--- src/rtl/demux_1_n_stream.sv ---
// demux_1_n_stream: routes valid/ready packets to one of CH output channels.
// Packets with an out-of-range select are discarded and counted.
module demux_1_n_stream #(
  parameter int WIDTH = 8,
  parameter int CH    = 8,
  parameter int SEL_W = 3
) (
  input  logic             clk,
  input  logic             rst_n,
  input  logic             in_valid,
  output logic             in_ready,
  input  logic [WIDTH-1:0] in_data,
  input  logic [SEL_W-1:0] in_sel,
  input  logic             in_last,
  output logic [CH-1:0]    out_valid,
  input  logic [CH-1:0]    out_ready,
  output logic [WIDTH-1:0] out_data,
  output logic             out_last,
  output logic [7:0]       drop_cnt
);

  localparam logic [1:0] IDLE = 2'd0;
  localparam logic [1:0] FWD  = 2'd1;
  localparam logic [1:0] DROP = 2'd2;

  logic [1:0]       state_q, state_d;
  logic [SEL_W-1:0] ch_q, ch_d;
  logic             held_q, held_d;
  logic [WIDTH-1:0] data_q, data_d;
  logic             last_q, last_d;
  logic [7:0]       drop_q, drop_d;

  logic sel_bad;
  logic xfer;
  logic accept;
  logic load;
  logic drop;

  always_comb begin
    out_valid = '0;
    for (int k = 0; k < CH; k++) begin
      out_valid[k] = held_q && (int'(ch_q) == k);
    end
  end

  assign out_data = data_q;
  assign out_last = last_q;
  assign drop_cnt = drop_q;

  assign sel_bad = int'(in_sel) >= CH;
  // out_valid is one-hot on ch_q, so this is out_ready[ch_q] gated by held
  assign xfer    = |(out_valid & out_ready);

  always_comb begin
    in_ready = 1'b0;
    case (state_q)
      IDLE:    in_ready = sel_bad || !held_q || xfer;
      FWD:     in_ready = !held_q || xfer;
      DROP:    in_ready = 1'b1;
      default: in_ready = 1'b0;
    endcase
    in_ready = in_ready && rst_n;
  end

  assign accept = in_valid && in_ready;

  always_comb begin
    state_d = state_q;
    ch_d    = ch_q;
    load    = 1'b0;
    drop    = 1'b0;
    case (state_q)
      IDLE: begin
        if (accept) begin
          if (sel_bad) begin
            drop    = 1'b1;
            state_d = in_last ? IDLE : DROP;
          end else begin
            load    = 1'b1;
            ch_d    = in_sel;
            state_d = in_last ? IDLE : FWD;
          end
        end
      end
      FWD: begin
        if (accept) begin
          load = 1'b1;
          if (in_last) state_d = IDLE;
        end
      end
      DROP: begin
        if (accept) begin
          drop = 1'b1;
          if (in_last) state_d = IDLE;
        end
      end
      default: state_d = IDLE;
    endcase
  end

  always_comb begin
    held_d = held_q;
    data_d = data_q;
    last_d = last_q;
    drop_d = drop_q;
    if (load) begin
      held_d = 1'b1;
      data_d = in_data;
      last_d = in_last;
    end else if (xfer) begin
      held_d = 1'b0;
    end
    if (drop && drop_q != 8'hFF) drop_d = drop_q + 8'd1;
  end

  always_ff @(posedge clk or negedge rst_n) begin
    if (!rst_n) begin
      state_q <= IDLE;
      ch_q    <= '0;
      held_q  <= 1'b0;
      data_q  <= '0;
      last_q  <= 1'b0;
      drop_q  <= '0;
    end else begin
      state_q <= state_d;
      ch_q    <= ch_d;
      held_q  <= held_d;
      data_q  <= data_d;
      last_q  <= last_d;
      drop_q  <= drop_d;
    end
  end

endmodule

--- config.mk ---
export PLATFORM = sky130hd
export DESIGN_NAME = demux_1_n_stream
export DESIGN_NICKNAME = d
export VERILOG_FILES = /design/src/rtl/demux_1_n_stream.sv
export SDC_FILE = /design/constraint.sdc
export NUM_CORES = 1
export LEC_CHECK = 0
export ABC_CLOCK_PERIOD_IN_PS = 4810
export CAP_MARGIN = 20
export CORE_MARGIN = 2
export CORE_UTILIZATION = 35
export CTS_BUF_LIST = sky130_fd_sc_hd__clkbuf_8
export CTS_CLUSTER_DIAMETER = 50
export DETAILED_ROUTE_END_ITERATION = 6
export PLACE_DENSITY = 0.75
export SLEW_MARGIN = 20
export SYNTH_ARGS = -nofsm -noshare
export SYNTH_HDL_FRONTEND = slang
export SYNTH_SLANG_ARGS = --single-unit
--- constraint.sdc ---
create_clock -name clk -period 4.81 [get_ports clk]
set_input_delay 0.7215 -clock clk [delete_from_list [all_inputs] [get_ports clk]]
set_output_delay 0.7215 -clock clk [all_outputs]
set_load 0.005 [all_outputs]
Yosys cells after proc, flatten, opt, wreduce, memory -nomap -nowiden
Index checks and enable logic that the tools add are counted.
{"block": "totals", "output_inout_bits": 26, "rom_bits": 0, "elab_cells": 53, "reg_bits": 23, "latch_bits": 0, "memories": 0, "in_bits": 23, "ram_bits": 0}
{"block": "op_classes", "eq_ne": 13, "shifts": 0, "n_reduce_logical": 21, "n_div": 0, "addsub": 1, "bitwise_logic": 1, "mux": 11, "magnitude_cmp": 0, "multipliers": 0}
{"op": "equality test 3 bit, second input constant", "count": 4}
{"op": "logical AND 1 bit", "count": 11}
{"op": "adder 8 x 1 -> 8 bit, second input constant", "count": 1}
{"op": "bitwise AND 8 bit", "count": 1}
{"op": "!= test 8 bit, second input constant", "count": 1}
{"op": "OR reduction 8 bit", "count": 1}
{"op": "equality test 3 x 2 -> 1 bit, second input constant", "count": 2}
{"op": "2-to-1 mux 1 bit", "count": 6}
{"op": "2-to-1 mux 2 bit", "count": 3}
{"op": "!= test 2 x 1 -> 1 bit, second input constant", "count": 2}
{"op": "case mux 2 bit (2 select lines)", "count": 1}
{"op": "OR reduction 2 bit", "count": 2}
{"op": "equality test 3 x 1 -> 1 bit, second input constant", "count": 1}
{"op": "zero test 3 bit", "count": 1}
{"op": "AND reduction 3 bit", "count": 1}
{"op": "equality test 2 x 1 -> 1 bit, second input constant", "count": 1}
{"op": "equality test 2 bit, second input constant", "count": 1}
{"op": "zero test 2 bit", "count": 1}
{"op": "!= test 2 bit, second input constant", "count": 1}
{"op": "case mux 1 bit (2 select lines)", "count": 1}
{"op": "AND reduction 2 bit", "count": 1}
{"op": "nonzero test 2 bit", "count": 1}
{"op": "zero test 1 bit", "count": 1}
{"op": "logical OR 1 bit", "count": 1}

Longest topological paths before layout
{"block": "logic_depth", "depth_word": 11, "depth_mapped": 6, "mapped_depth_nobuf": 4}

Worst setup path before layout
Ideal clock, no wire load.
{"block": "synth_path", "path_type": "input to output", "startpoint": "in out_ready[7]", "endpoint": "out in_ready", "path_stages": 4, "path_buffers": 0, "required_ns": 4.089, "setup_slack_ns": 2.610, "arrival_ns": 1.478, "path_cell_list": "mux2i_1 > o221ai_2 > or2_2 > and2_1"}
{"block": "synth_between", "elab_chain_len": 5}
{"element": "start: declaration", "line_no": "16", "text": "input logic [CH-1:0] out_ready,"}
{"element": "bitwise AND 8 bit", "line_no": "52", "text": "assign xfer = |(out_valid & out_ready);"}
{"element": "OR reduction 8 bit", "line_no": "52"}
{"element": "logical OR 1 bit", "line_no": "57, 58"}
{"element": "case mux 1 bit (2 select lines)", "line_no": "56", "text": "case (state_q)"}
{"element": "logical AND 1 bit", "line_no": "62", "text": "in_ready = in_ready && rst_n;"}
{"element": "end: declaration", "line_no": "11", "text": "output logic in_ready,"}
No other way between the ends.

Worst setup path in the final report
Same ends and word-level chain as after synthesis.

==> metrics <==
status=finished, final reports clean; CP bufs+invs=2; depth of the worst hold-timing path=1; largest cells by area after synthesis=dfrtp_1 43%, mux2_4 17%, buf_4 7.4%; area leader, netlist=dfrtp_1; CTS Buffer Depth=2; mux contribution to synthesized area=25.54%; share of post-route cells with drive strength above 1=a little under a fifth; Post-Synth Simple-Gate Area=12.62%; P&R area growth vs syn=53.69%; Slew Viols, Final=0; filler instances=about 210; total gr overflow=0; hold buffers post-CTS=0; first-pass iteration count of the detailed router=3; FP Rows=17; per-cell routed wire length=about 12 um; total power=0.6951 mW; Peak VDD IR=334.2 uV; GRT Overall Usage=13.45%; final non-filler cell area=1250 um2; Clock Pin Slew Worst Setup and Hold Paths=around 0.06 ns; Placed Cells incl. Taps=about 140; Post-Syn Area=813.3 um2; CTS tree=done; critical path's largest stage delay=roughly 0.44 ns; Lkg Pwr=0.5661 nW; Post-Layout Cell Count=139; Placer Congestion=0.7448; chip height=52.21 um; CTS sink count=14; final WL=between 1500 and 2000 um; Top-Level Pins=between 40 and 50; Syn Area/Cell=11.62 um2; postcts setup bufs=0; area taken by flip-flops and latches=350.3 um2; critical path arrival=2.37 ns; Power per Cell Area=556.1 nW/um2; vias in the first global route=between 600 and 700; Mapped Cells=70; Area after DPL=1195 um2; Setup Crit Path Kind=primary input to output pin; Yosys reg bits=14; Crit path depth=6; Placeable Area=2212 um2; critical path capture point type=output pin; ANT nets after route=0; first-pass GRT wire length=2704 um; final worst path period share=roughly 64%; Final nets=135; Port Buffers=40; Fin Clk Skew=about 0.0013 ns; CP Launch Type=primary input; total CTS buffers=3; main combinational cell family by area after synthesis=multiplexers; fin crit period=3.087 ns; relative slew slack=56.22%; hold slack=around 0.52 ns; latest clock arrival within the worst-skew pair=between 0.2 and 0.25 ns; Vias=627; multi-input logic area=394.1 um2; largest net degree at the start of global routing=17; Worst Hold Class=flip-flop to flip-flop; worst-margin pin slew=0.6547 ns; DIE AREA=2725 um2; CTS H-tree lvls=1; most frequent CP cell=clkdlybuf4s50_1; initial antenna violation count=0; worst path cell trace=clkdlybuf4s50_1, mux2i_1, o221ai_2, or2_2, and2_1, clkdlybuf4s50_1; chip width=between 50 and 60 um; slowest stage cell on the critical path=clkdlybuf4s50_1; Total Neg Setup Slack=0 ns; post-DP HPWL=1342 um; Final Hold Fails=0; DRC viols=0; Required @ worst endpoint=between 4 and 5 ns; Fmax=0.3239 GHz; Resized cells post-CTS=0; adder-cell share of the synthesized area=0%; post-synthesis sequential area ratio=between 40% and 50%; Synth Area in XOR/XNOR=0%; number of max-cap violations=0; drt initial violations=5; Compound-Gate Fraction of Synth Area=between 6 and 7%; Starting Density=36.76%; Reg2Reg Depth=5; Synth cell types=22; Critical Path Fanout Max=4; final setup fails=0; number of diodes=0; clk root buf=clkbuf_8; crit-path leading delay family=buffers and inverters; drt via density=~4.5; top cell type's share of synthesized area=43.08%; RSZ-0062 raised after global routing=false; Ys Warns=0
cell families (layout without fill, tap and decap cells):
family / after synthesis / in the layout
AOI/OAI and AO/OA: 5 / 5
buffers and inverters: 13 / 47
DFF: 14 / 14
muxes: 16 / 16
other: 1 / 8
and+or+nand+nor: 21 / 21
registers in the layout (all words and copies together), names as in the netlist:
name and flops:
ch_q 3, held_q 1, out_data 8, out_last 1, state_q 1
final cells by class:
type / instances / share of cell area, %
well taps: 28 / 2.803
repair buffers: 41 / 32.63
inverters: 2 / 0.6006
clock buffers: 4 / 4.404
flip-flops and latches: 14 / 28.03
multi-input cells: 50 / 31.53
per-stage QoR:
step,setup WS [ns],utilization (%)
global placement,1.732,54.02
finish,1.723,56.50
floorplan,2.610,-
detailed placement,1.702,54.02
CTS,1.702,56.50
global route,1.639,56.50
final timing paths:
kind,startpoint,to,slack [ns]
max,out_ready[7],in_ready,1.72
min,out_last$_DFFE_PN0P_,out_last$_DFFE_PN0P_,0.52
max reg2reg,ch_q[2]$_DFFE_PN0P_,out_data[4]$_DFFE_PN0P_,3.01
min reg2reg,out_last$_DFFE_PN0P_,out_last$_DFFE_PN0P_,0.52
max in group asynchronous,rst_n,ch_q[2]$_DFFE_PN0P_,3.51
min in group asynchronous,rst_n,out_data[1]$_DFFE_PN0P_,0.88
synthesized netlist by cell type:
library cell and number:
nand2b_1 1, mux2_2 2, o21ai_0 1, dfrtp_1 14
nor3_1 2, buf_4 8, nand2_1 7, mux2_4 9
conb_1 1, mux2i_1 5, or2_2 1, buf_2 1
and2_1 1, inv_1 2, nor2_1 7, o21bai_1 1
a32o_1 1, buf_6 2, o32ai_2 1, o221ai_2 1
nand2b_4 1, nand3b_1 1
power by group:
group | switching (mW) | internal [mW]
clock | 0.0400 | 0.0724
sequential | 0.0614 | 0.178
combinational | 0.109 | 0.235
total | 0.210 | 0.485
per-layer routing:
metal | share of wire (%) | track usage [%] | vias to the layer above | routed length (um)
li1 | - | - | 301 | -
met1 | 40 | 14.55 | 285 | 664
met2 | 49 | 24.26 | 41 | 811
met3 | 12 | 4.286 | 0 | 195
met4 | 0 | 5.128 | 0 | 0
met5 | 0 | 0 | - | 0
cell usage in the layout, fill, tap and decap left out, drive strengths merged:
| cell type | Yosys | layout |
|---|---|---|
| clkdlybuf4s50 | 0 | 40 |
| dfrtp | 14 | 14 |
| mux2 | 11 | 11 |
| conb | 1 | 8 |
| nand2 | 7 | 7 |
| nor2 | 7 | 7 |
| mux2i | 5 | 5 |
| clkbuf | 0 | 4 |
| inv | 2 | 2 |
| nor3 | 2 | 2 |
| nand2b | 2 | 2 |
| nand3b | 1 | 1 |
| o221ai | 1 | 1 |
| o32ai | 1 | 1 |
| or2 | 1 | 1 |
| and2 | 1 | 1 |
| a32o | 1 | 1 |
| o21ai | 1 | 1 |
| o21bai | 1 | 1 |
| buf | 11 | 1 |
Power figures use the tool's default switching activity.
